--- config.mk ---
export PLATFORM = sky130hd
export DESIGN_NAME = pc_sequencer
export DESIGN_NICKNAME = d
export VERILOG_FILES = /design/src/rtl/pc_sequencer.sv
export SDC_FILE = /design/constraint.sdc
export NUM_CORES = 1
export LEC_CHECK = 0
export ABC_AREA = 0
export CAP_MARGIN = 5
export CORE_MARGIN = 4
export CORE_UTILIZATION = 37
export CTS_BUF_LIST = sky130_fd_sc_hd__clkbuf_4 sky130_fd_sc_hd__clkbuf_8
export CTS_CLUSTER_SIZE = 16
export DETAILED_ROUTE_END_ITERATION = 16
export PLACE_DENSITY_LB_ADDON = 0.12
export SLEW_MARGIN = 10
export SYNTH_ARGS = -nofsm -noshare
export SYNTH_HDL_FRONTEND = slang
export SYNTH_SLANG_ARGS = --single-unit
--- constraint.sdc ---
create_clock -name CLK -period 1.95 [get_ports CLK]
set_clock_uncertainty 0.05 [all_clocks]
set_input_delay 0.4875 -clock CLK [delete_from_list [all_inputs] [get_ports CLK]]
set_output_delay 0.4875 -clock CLK [all_outputs]
set_load 0.02 [all_outputs]
--- src/rtl/pc_sequencer.sv ---
// pc_sequencer: PC / hazard sequencer for a 5-stage pipeline.
// It chooses the next-PC source, drives the pipeline stalls and flushes,
// holds a redirect that is still waiting for its fetch to complete, and
// parks in a halted state until reset.
// Optional feature: define PC_PERF_CNT_EN to add saturating stall and flush
// counters (stall_cnt, flush_cnt). CNT_W is used only by that feature.
module pc_sequencer #(
    parameter int CNT_W = 32
) (
    input  logic             CLK,
    input  logic             nRST,
    input  logic             ihit,
    input  logic             dmem_req,
    input  logic             dhit,
    input  logic             halt_mem,
    input  logic             jump_id,
    input  logic             jr_ex,
    input  logic             branch_ex,
    input  logic             beq_ex,
    input  logic             zero_ex,
    input  logic             loaduse_id,
    output logic             pcenable,
    output logic [1:0]       pcsrc,
    output logic             branch,
    output logic             BEQ,
    output logic             zero_f,
    output logic             stall_if,
    output logic             stall_id,
    output logic             flush_ifid,
    output logic             flush_idex,
    output logic             halt
`ifdef PC_PERF_CNT_EN
    ,
    output logic [CNT_W-1:0] stall_cnt,
    output logic [CNT_W-1:0] flush_cnt
`endif
);

    typedef enum logic [1:0] {RUN, DWAIT, REDIR, HALTED} state_t;

    localparam logic [1:0] SRC_SEQ = 2'b00;
    localparam logic [1:0] SRC_BR  = 2'b01;
    localparam logic [1:0] SRC_J   = 2'b10;
    localparam logic [1:0] SRC_JR  = 2'b11;

    state_t     state_q, state_d;
    logic [1:0] lat_src_q;
    logic       lat_branch_q, lat_beq_q, lat_zero_q;
    logic       lat_load;
    logic       halt_q;

    logic       taken;
    logic       ex_redirect;
    logic       redirect;
    logic [1:0] redir_src;

    // Redirect resolution; an EX redirect squashes the jump sitting in ID.
    always_comb begin
        taken       = branch_ex & (beq_ex ? zero_ex : ~zero_ex);
        ex_redirect = jr_ex | taken;
        redirect    = ex_redirect | jump_id;
        if (jr_ex) begin
            redir_src = SRC_JR;
        end else if (taken) begin
            redir_src = SRC_BR;
        end else if (jump_id) begin
            redir_src = SRC_J;
        end else begin
            redir_src = SRC_SEQ;
        end
    end

    // Next state and all combinational pipeline controls.
    always_comb begin
        state_d    = state_q;
        lat_load   = 1'b0;
        pcenable   = 1'b0;
        pcsrc      = SRC_SEQ;
        branch     = branch_ex;
        BEQ        = beq_ex;
        zero_f     = zero_ex;
        stall_if   = 1'b0;
        stall_id   = 1'b0;
        flush_ifid = 1'b0;
        flush_idex = 1'b0;
        unique case (state_q)
            RUN: begin
                if (halt_mem) begin
                    state_d  = HALTED;
                    stall_if = 1'b1;
                    stall_id = 1'b1;
                end else if (dmem_req & ~dhit) begin
                    // EX is frozen, so any redirect in EX is re-seen afterwards.
                    state_d  = DWAIT;
                    stall_if = 1'b1;
                    stall_id = 1'b1;
                end else if (redirect) begin
                    if (ihit) begin
                        pcenable   = 1'b1;
                        pcsrc      = redir_src;
                        flush_ifid = 1'b1;
                        flush_idex = ex_redirect;
                    end else begin
                        lat_load = 1'b1;
                        state_d  = REDIR;
                        stall_if = 1'b1;
                        stall_id = 1'b1;
                    end
                end else if (loaduse_id) begin
                    stall_if   = 1'b1;
                    flush_idex = 1'b1;
                end else begin
                    pcenable = ihit;
                    stall_if = ~ihit;
                end
            end
            DWAIT: begin
                stall_if = 1'b1;
                stall_id = 1'b1;
                if (dhit) begin
                    state_d = RUN;
                end
            end
            REDIR: begin
                pcsrc    = lat_src_q;
                branch   = lat_branch_q;
                BEQ      = lat_beq_q;
                zero_f   = lat_zero_q;
                stall_id = 1'b1;
                pcenable = ihit;
                stall_if = ~ihit;
                if (ihit) begin
                    flush_ifid = 1'b1;
                    flush_idex = (lat_src_q != SRC_J);
                    state_d    = RUN;
                end
            end
            HALTED: begin
                stall_if = 1'b1;
                stall_id = 1'b1;
            end
            default: begin
                state_d = RUN;
            end
        endcase
    end

    assign halt = halt_q;

`ifdef PC_PERF_CNT_EN
    logic [CNT_W-1:0] stall_cnt_q, flush_cnt_q;
    localparam logic [CNT_W-1:0] CNT_ONE = {{(CNT_W-1){1'b0}}, 1'b1};

    assign stall_cnt = stall_cnt_q;
    assign flush_cnt = flush_cnt_q;
`endif

    // All sequential state: FSM, redirect latch, registered halt, counters.
    always_ff @(posedge CLK or negedge nRST) begin
        if (!nRST) begin
            state_q      <= RUN;
            lat_src_q    <= SRC_SEQ;
            lat_branch_q <= 1'b0;
            lat_beq_q    <= 1'b0;
            lat_zero_q   <= 1'b0;
            halt_q       <= 1'b0;
`ifdef PC_PERF_CNT_EN
            stall_cnt_q  <= '0;
            flush_cnt_q  <= '0;
`endif
        end else begin
            state_q <= state_d;
            halt_q  <= (state_d == HALTED);
            if (lat_load) begin
                lat_src_q    <= redir_src;
                lat_branch_q <= branch_ex;
                lat_beq_q    <= beq_ex;
                lat_zero_q   <= zero_ex;
            end
`ifdef PC_PERF_CNT_EN
            if (!pcenable && (state_q != HALTED) && (stall_cnt_q != '1)) begin
                stall_cnt_q <= stall_cnt_q + CNT_ONE;
            end
            if (flush_ifid && (flush_cnt_q != '1)) begin
                flush_cnt_q <= flush_cnt_q + CNT_ONE;
            end
`endif
        end
    end

endmodule
After elaboration in Yosys (flattened, before gate mapping)
Cells that the tools add are included.
- shifts and indexed selects: 0
- bitwise gates (word level): 7
- reduce and logical (&&, ||, !) cells: 3
- multiply operators: 0
- divide/modulo/power cells: 0
- $add $sub $neg: 0
- mux-type cells: 49
- equal/unequal tests: 5
- $lt $le $gt $ge: 0
- operators by type and width (cell ; count):
    2-to-1 mux 1 bit ; 29
    2-to-1 mux 2 bit ; 13
    case mux 1 bit (2 select lines) ; 4
    equality test 2 bit, second input constant ; 3
    case mux 2 bit (3 select lines) ; 1
    case mux 2 bit (2 select lines) ; 1
    NOT 1 bit ; 3
    case mux 1 bit (3 select lines) ; 1
    OR reduction 3 bit ; 1
    AND 1 bit ; 2
    equality test 2 x 1 -> 1 bit, second input constant ; 1
    zero test 2 bit ; 1
    != test 2 bit, second input constant ; 1
    OR 1 bit ; 2
    OR reduction 2 bit ; 1
- output and inout port bits: 11
- input bits: 12
- RAM bits: 0
- logic and storage cells: 70
- flip-flop bits (word level): 8
- bits in read-only memories: 0
- latch bits: 0
- memories kept: 0

Longest topological paths before layout
Gate-level depths: netlist of the first run.
- depth after elaboration: 10
- mapped depth: 4
- mapped depth without buffers: 4

Worst setup path after synthesis of the first run
No wires, ideal clock.
- kind: input-to-output
- from: in zero_ex
- to: out stall_if
- buffers on the path: 0
- required time: 1.412 ns
- arrival: 1.678 ns
- setup slack: -0.265 ns
- stages: 4
- cells stage by stage: xnor2_1 -> a211oi_2 -> a21oi_1 -> o21ai_0
- cells in the longest elaborated chain, start to end: 9
- ends and longest elaborated chain (what ; RTL line ; text):
    start, declared ; 20 ; input logic zero_ex,
    NOT 1 bit ; 59 ; taken = branch_ex & (beq_ex ? zero_ex : ~zero_ex);
    2-to-1 mux 1 bit * ; 59 ;
    AND 1 bit * ; 59 ;
    OR 1 bit * ; 60 ; ex_redirect = jr_ex | taken;
    OR 1 bit * ; 61 ; redirect = ex_redirect | jump_id;
    2-to-1 mux 1 bit * ; 97 ; end else if (redirect) begin
    2-to-1 mux 1 bit * ; 92 ; end else if (dmem_req & ~dhit) begin
    2-to-1 mux 1 bit * ; 88 ; if (halt_mem) begin
    case mux 1 bit (3 select lines) * ; 86 ; unique case (state_q)
    end, declared ; 27 ; output logic stall_if,
Mark *: on every way between the ends. The rest lies on a longest branch, timed or not.

Worst setup path in the final report of the first run
- from: in dmem_req
- to: out flush_idex
- cells in the longest elaborated chain, start to end: 4
- ends and longest elaborated chain (what ; RTL line ; text):
    start, declared ; 13 ; input logic dmem_req,
    AND 1 bit ; 92 ;
    2-to-1 mux 1 bit ; 92 ;
    2-to-1 mux 1 bit ; 88 ;
    case mux 1 bit (2 select lines) ; 86 ;
    end, declared ; 30 ; output logic flush_idex,
Every way passes these cells.

==> results of run 1 <==
cell families (layout without fill, tap and decap cells):
family	Yosys count	after routing	synth area share, %
XOR/XNOR	1	1	1.724
multiplexers	8	8	17.49
flip-flops	8	8	39.41
buffers and inverters	6	59	4.677
AO/OA/AOI/OAI	16	16	22.41
AND/OR/NAND/NOR	10	10	14.29
worst max path at each step:
stage | endpoint | from
finish | flush_idex | dmem_req
global route | flush_idex | dmem_req
CTS | flush_idex | dmem_req
detailed placement | flush_idex | dhit
global placement | flush_idex | dhit
floorplan | flush_idex | dhit
cells in the mapped netlist:
cell	count	area, um^2
clkbuf_1	1	3.750
o21ai_0	3	15.01
buf_2	1	5.000
a311o_1	1	10.01
nor3b_1	1	7.510
mux2i_1	1	10.01
dfrtp_1	8	200.2
nor4_1	1	6.260
nor3_1	1	5.000
inv_1	4	15.01
or4_1	1	7.510
nor3_4	1	16.27
o21a_1	2	15.01
mux2_2	7	78.83
a32o_1	1	10.01
or4_4	1	11.26
a21o_1	2	15.01
a21oi_1	4	20.02
a211oi_2	1	12.51
xnor2_1	1	8.760
o211ai_1	1	7.510
nor2_1	2	7.510
nand2_1	1	3.750
and2b_1	1	7.510
a2111oi_0	1	8.760
per-layer routing:
layer	up-vias	GRT usage [%]
li1	293	-
met1	293	23.31
met2	22	34.18
met3	12	5.976
met4	0	10.53
met5	-	0
what timing repair did:
item,4_1_cts,5_1_grt
resized for setup,104,15
setup endpoints to repair,16,15
cloned,0,0
pin swaps,9,6
buffers inserted,7,4
worst max-delay path: cells and delay by family:
| family | cells | cell delay [ns] |
|---|---|---|
| compound gates | 1 | 0.16 |
| simple gates | 3 | 0.91 |
| buf+inv | 2 | 0.21 |
where the power goes:
group          switching [uW]  internal, uW
Clock                    51.7          70.1
Sequential               55.0           244
Combinational             395           488
state kept, by name, indices dropped and copies added (netlist names):
register / count
lat_zero_q: 1
state_q: 2
halt: 1
lat_src_q: 2
lat_branch_q: 1
lat_beq_q: 1
per-stage QoR:
stage,power [uW],utilization [%]
floorplan,594.0,-
global placement,928.1,69.42
detailed placement,939.2,69.42
CTS,1180,81.73
global route,1385,86.83
finish,1304,86.83
area by class of cell:
| class | instances | area [um^2] | share of cell area [%] |
|---|---|---|---|
| Timing Repair Buffer | 52 | 470.5 | 41.64 |
| Multi-Input combinational cell | 35 | 395.4 | 34.99 |
| Sequential cell | 8 | 200.2 | 17.72 |
| Clock buffer | 3 | 22.52 | 1.993 |
| Inverter | 4 | 22.52 | 1.993 |
| Tap cell | 15 | 18.77 | 1.661 |
layout by cell type (no fill, tap or decap), types with 2 or more instances in the layout:
cell and n:
buf_4 25, buf_6 18, nor3_4 2, inv_1 3, a21oi_1 2, mux2_4 5, clkdlybuf4s50_1 4, o21a_2 2
a21o_1 2, clkbuf_4 3, mux2_2 2, dfrtp_1 8
==> results_dict.tcl, run 1 <==
set metrics [dict create \
    route.met3.wl_um 92 \
    antenna_found_initial 0 \
    r2r_slack_ns 0.02 \
    worstSetupPathType "input pin to output pin" \
    finalSetupViolations 14 \
    cp-end-kind "output pin" \
    top_layer "met4" \
    syn_to_final_growth_pct 122.4 \
    layout-drive-gt1-share_pct 69.61 \
    ioPinCount 23 \
    met2_length_um 1063 \
    reg2reg_depth 5 \
    hold_ws_ns 0.3760 \
    num_rows 13 \
    io_buffers 22 \
    p_leak_uw 0.0005323 \
    synth_seq_cells 8 \
    core_area_mm2 0.001301 \
    crit_top_cell "buf_6" \
    max_freq_mhz 432.2 \
    timing.rr.start "state_q[0]" \
    required_ns 1.41 \
    vdd_drop_max_uv 1004 \
    diodes 0 \
    status "complete, but fails checks" \
    ys_seq_area_share_pct 39.41 \
    synthCells 49 \
    holdPathStages 2 \
    synth_area_um2 508.0 \
    gp_congestion 0.7007 \
    die_y_um 45.06 \
    hold_end "state_q[0]" \
    vias 620 \
    synth_cell_types 25 \
    nNetsFinal 116 \
    wl_met1_um 716 \
    cts.clk_slew.worst_paths_ns 0.05 \
    cts-hold-fix-buffers 0 \
    avgSynthCellArea_um2 10.37 \
    cp_slowest_cell "or4_4" \
    rsz0062_at_grt "yes" \
    dp.cells 105 \
    slowest_delay_ns 0.54 \
    grt_pass1_wl_um 2946 \
    maxCapViolCount 0 \
    dpl-instance-area_um2 903.4 \
    grt_pass1_vias 650 \
    worst_slack_ns -0.3637 \
    yosys_warnings 0 \
    stdcell_area_mm2 0.001130 \
    die_w_um 45.06 \
    vias_per_cell 5.299 \
    synth_nets 61 \
    power_density_mw_per_mm2 1154 \
    layout_worst_path_cycle_share_pct 118.7 \
    cp_cell_sequence "buf_6, and2b_1, or4_4, nor3_4, a311o_1, buf_6" \
    clk_latency_ns 0.24 \
    cp.arrival_ns 1.78 \
    grt_max_degree 9 \
    min_from "dhit" \
    dieArea_mm2 0.002030 \
    worstMarginPinSlew_ns 0.3665 \
    drc 0 \
    setup-tns-final_ns -2.298 \
    drt_iter0_drc 2 \
    wirelength_um 1976 \
    wl_per_cell_um 16.89 \
    final_max_slew_viol_count 0 \
    ant_nets 0 \
    hold_viol_final 0 \
    cts_root_buf "clkbuf_4" \
    path_max_fanout 4 \
    cts_tree "yes" \
    dp_hpwl_um 1104 \
    stdcell_count 117 \
    worst_setup_path_start_kind "input pin" \
    slew_headroom_pct 75.49 \
    cts_made_buffers 3 \
    clkSinkCount 8 \
    grt.overflow.total 0 \
    fin_crit_ns 2.314 \
    timing.rr.end "lat_branch_q" \
    htreeDepth 1 \
    fillers 64 \
    clk_path_buf_depth 2 \
    hold_class "input pin to flip-flop" \
    failed_checks "setup timing" \
    start_util_pct 39.04 \
    dr.pass1.iters 4 \
    grt_usage_pct 20.41 \
    pre_cts_ws_ns -1.123 \
]
(Power assumes the default switching activity.)
==> run 2: changes to the inputs <==
--- a/config.mk
+++ b/config.mk
@@ -7,11 +7,11 @@
 export LEC_CHECK = 0
 export ABC_AREA = 0
 export CAP_MARGIN = 5
-export CORE_MARGIN = 4
-export CORE_UTILIZATION = 37
+export CORE_AREA = 4 4 41 43
 export CTS_BUF_LIST = sky130_fd_sc_hd__clkbuf_4 sky130_fd_sc_hd__clkbuf_8
 export CTS_CLUSTER_SIZE = 16
 export DETAILED_ROUTE_END_ITERATION = 16
+export DIE_AREA = 0 0 45 47
 export PLACE_DENSITY_LB_ADDON = 0.12
 export SLEW_MARGIN = 10
 export SYNTH_ARGS = -nofsm -noshare
==> constraint.sdc (replaced) <==
create_clock -name CLK -period 3 [get_ports CLK]
set_clock_uncertainty 0.05 [all_clocks]
set_input_delay 0.75 -clock CLK [delete_from_list [all_inputs] [get_ports CLK]]
set_output_delay 0.75 -clock CLK [all_outputs]
set_load 0.02 [all_outputs]
==> run 2 against run 1 <==
The run now ends clean. Sequential power is 34% lower. Non-clock buffer count is 14 lower. Global-route usage is 4.5 points lower. Final cell count is 12% lower. Total power is 53% lower. Register-to-register slack better by 0.88 ns. First-iteration DRC count stayed put. Worst hold slack better by 0.078 ns. Highest routed layer unchanged.
==> results_dict.tcl, run 2 (synthesis results as in run 1) <==
set metrics [dict create \
    status "completed" \
    holdPathStages 1 \
    grt_pass1_wl_um 2352 \
    wirelength_um 1427 \
    cts_root_buf "clkbuf_4" \
    ioPinCount 23 \
    grt_pass1_vias 522 \
    syn_to_final_growth_pct 76.11 \
    dieArea_mm2 0.002115 \
    cts_made_buffers 3 \
    path_max_fanout 4 \
    hold_viol_final 0 \
    cts-hold-fix-buffers 0 \
    final_common_cell "buf_4" \
    num_rows 13 \
    worstMarginPinSlew_ns 0.3796 \
    p_leak_uw 0.0004165 \
    hold_end "lat_branch_q" \
    hold_ws_ns 0.4537 \
    dp_hpwl_um 1042 \
    reg2reg_depth 5 \
    core_area_mm2 0.001301 \
    finalSetupViolations 0 \
    antenna_found_initial 0 \
    cts.clk_slew.worst_paths_ns 0.05 \
    layout-drive-gt1-share_pct 44.32 \
    htreeDepth 1 \
    maxCapViolCount 0 \
    layout.cells.most_common_list "buf_4 (16), clkdlybuf4s50_1 (10), dfrtp_1 (8)" \
    final_max_slew_viol_count 0 \
    cp_cell_sequence "clkdlybuf4s50_1, buf_4, mux2_2, clkdlybuf4s50_1" \
    crit_top_cell "clkdlybuf4s50_1" \
    grt_usage_pct 15.87 \
    min_from "lat_branch_q" \
    critPathBufInv 3 \
    timing.rr.start "state_q[1]" \
    clk_path_buf_depth 2 \
    worst_setup_path_start_kind "input pin" \
    ant_nets 0 \
    stdcell_count 103 \
    power_density_mw_per_mm2 689.0 \
    top_regs "lat_src_q (2), state_q (2)" \
    dpl-instance-area_um2 820.8 \
    die_y_um 47 \
    vdd_drop_max_uv 534.7 \
    io_buffers 22 \
    max_freq_mhz 339.6 \
    vias 534 \
    timing.rr.end "lat_zero_q" \
    clkSinkCount 8 \
    drt_iter0_drc 2 \
    required_ns 2.20 \
    grt.overflow.total 0 \
    grt_max_degree 9 \
    stdcell_area_um2 894.6 \
    wl_per_cell_um 13.85 \
    nNetsFinal 102 \
    drc 0 \
    slowest_delay_ns 0.54 \
    rsz0062_at_grt "no" \
    vias_per_cell 5.184 \
    hold_class "flip-flop to flip-flop" \
    dp.cells 95 \
    fin_crit_ns 2.945 \
    r2r_slack_ns 0.90 \
    cp_slowest_cell "clkdlybuf4s50_1" \
    gp_congestion 0.7449 \
    start_util_pct 39.04 \
    worstSetupPathType "input pin to output pin" \
    cp-end-kind "output pin" \
    p_total_uw 616.4 \
    crit_family "buffers and inverters" \
    cts_tree "yes" \
    slew_headroom_pct 74.04 \
    layout_worst_path_cycle_share_pct 98.15 \
    die_w_um 45 \
    setup-tns-final_ns 0 \
    dr.pass1.iters 4 \
    diodes 0 \
    cp.arrival_ns 2.14 \
    clk_latency_ns 0.24 \
]
[run 2: stage by stage]
| stage | setup slack [ns] | util (%) |
|---|---|---|
| after global placement | -0.6086 | 63.08 |
| after global routing | 0.01519 | 68.75 |
| final | 0.05550 | 68.75 |
| after detailed placement | -0.6903 | 63.08 |
| after CTS | 0.01788 | 68.56 |
| after floorplan | 0.2596 | - |
[run 2: how the worst max path moves through the flow]
stage	end	cells after the start	startpoint
2_1_floorplan	stall_if	4	zero_ex
3_3_place_gp	flush_idex	6	dhit
3_5_place_dp	flush_idex	6	dhit
4_1_cts	flush_idex	6	dhit
5_1_grt	flush_idex	7	zero_ex
6_report	branch	4	branch_ex
[run 2: timing repair]
item,CTS,global route
gates resized for setup,40,1
pin swaps,5,3
endpoints found under the setup margin,7,3
setup buffers,5,0
[run 2: metal layers]
layer / vias up / share of wire (%) / track usage (%)
met2: 18 / 50 / 27.12
met5: - / 0 / 0
met1: 249 / 42 / 18.72
met3: 4 / 7.0 / 5.364
li1: 263 / - / -
met4: 0 / 0.84 / 5.263
[run 2: layout make-up]
| cell class | count | area [um^2] |
|---|---|---|
| inverters | 4 | 15.01 |
| repair buffers | 38 | 327.8 |
| flip-flops and latches | 8 | 200.2 |
| well taps | 15 | 18.77 |
| fillers | 101 | 406.6 |
| clock buffers | 3 | 22.52 |
| multi-input cells | 35 | 310.3 |
[run 2: where the power goes]
part           leakage [uW]  total, uW  switching [uW]  internal (uW)
sequential        0.0000931        196            37.1            158
clock             0.0000138       80.1            34.4           45.6
combinational      0.000310        341             167            174
total              0.000416        616             239            378
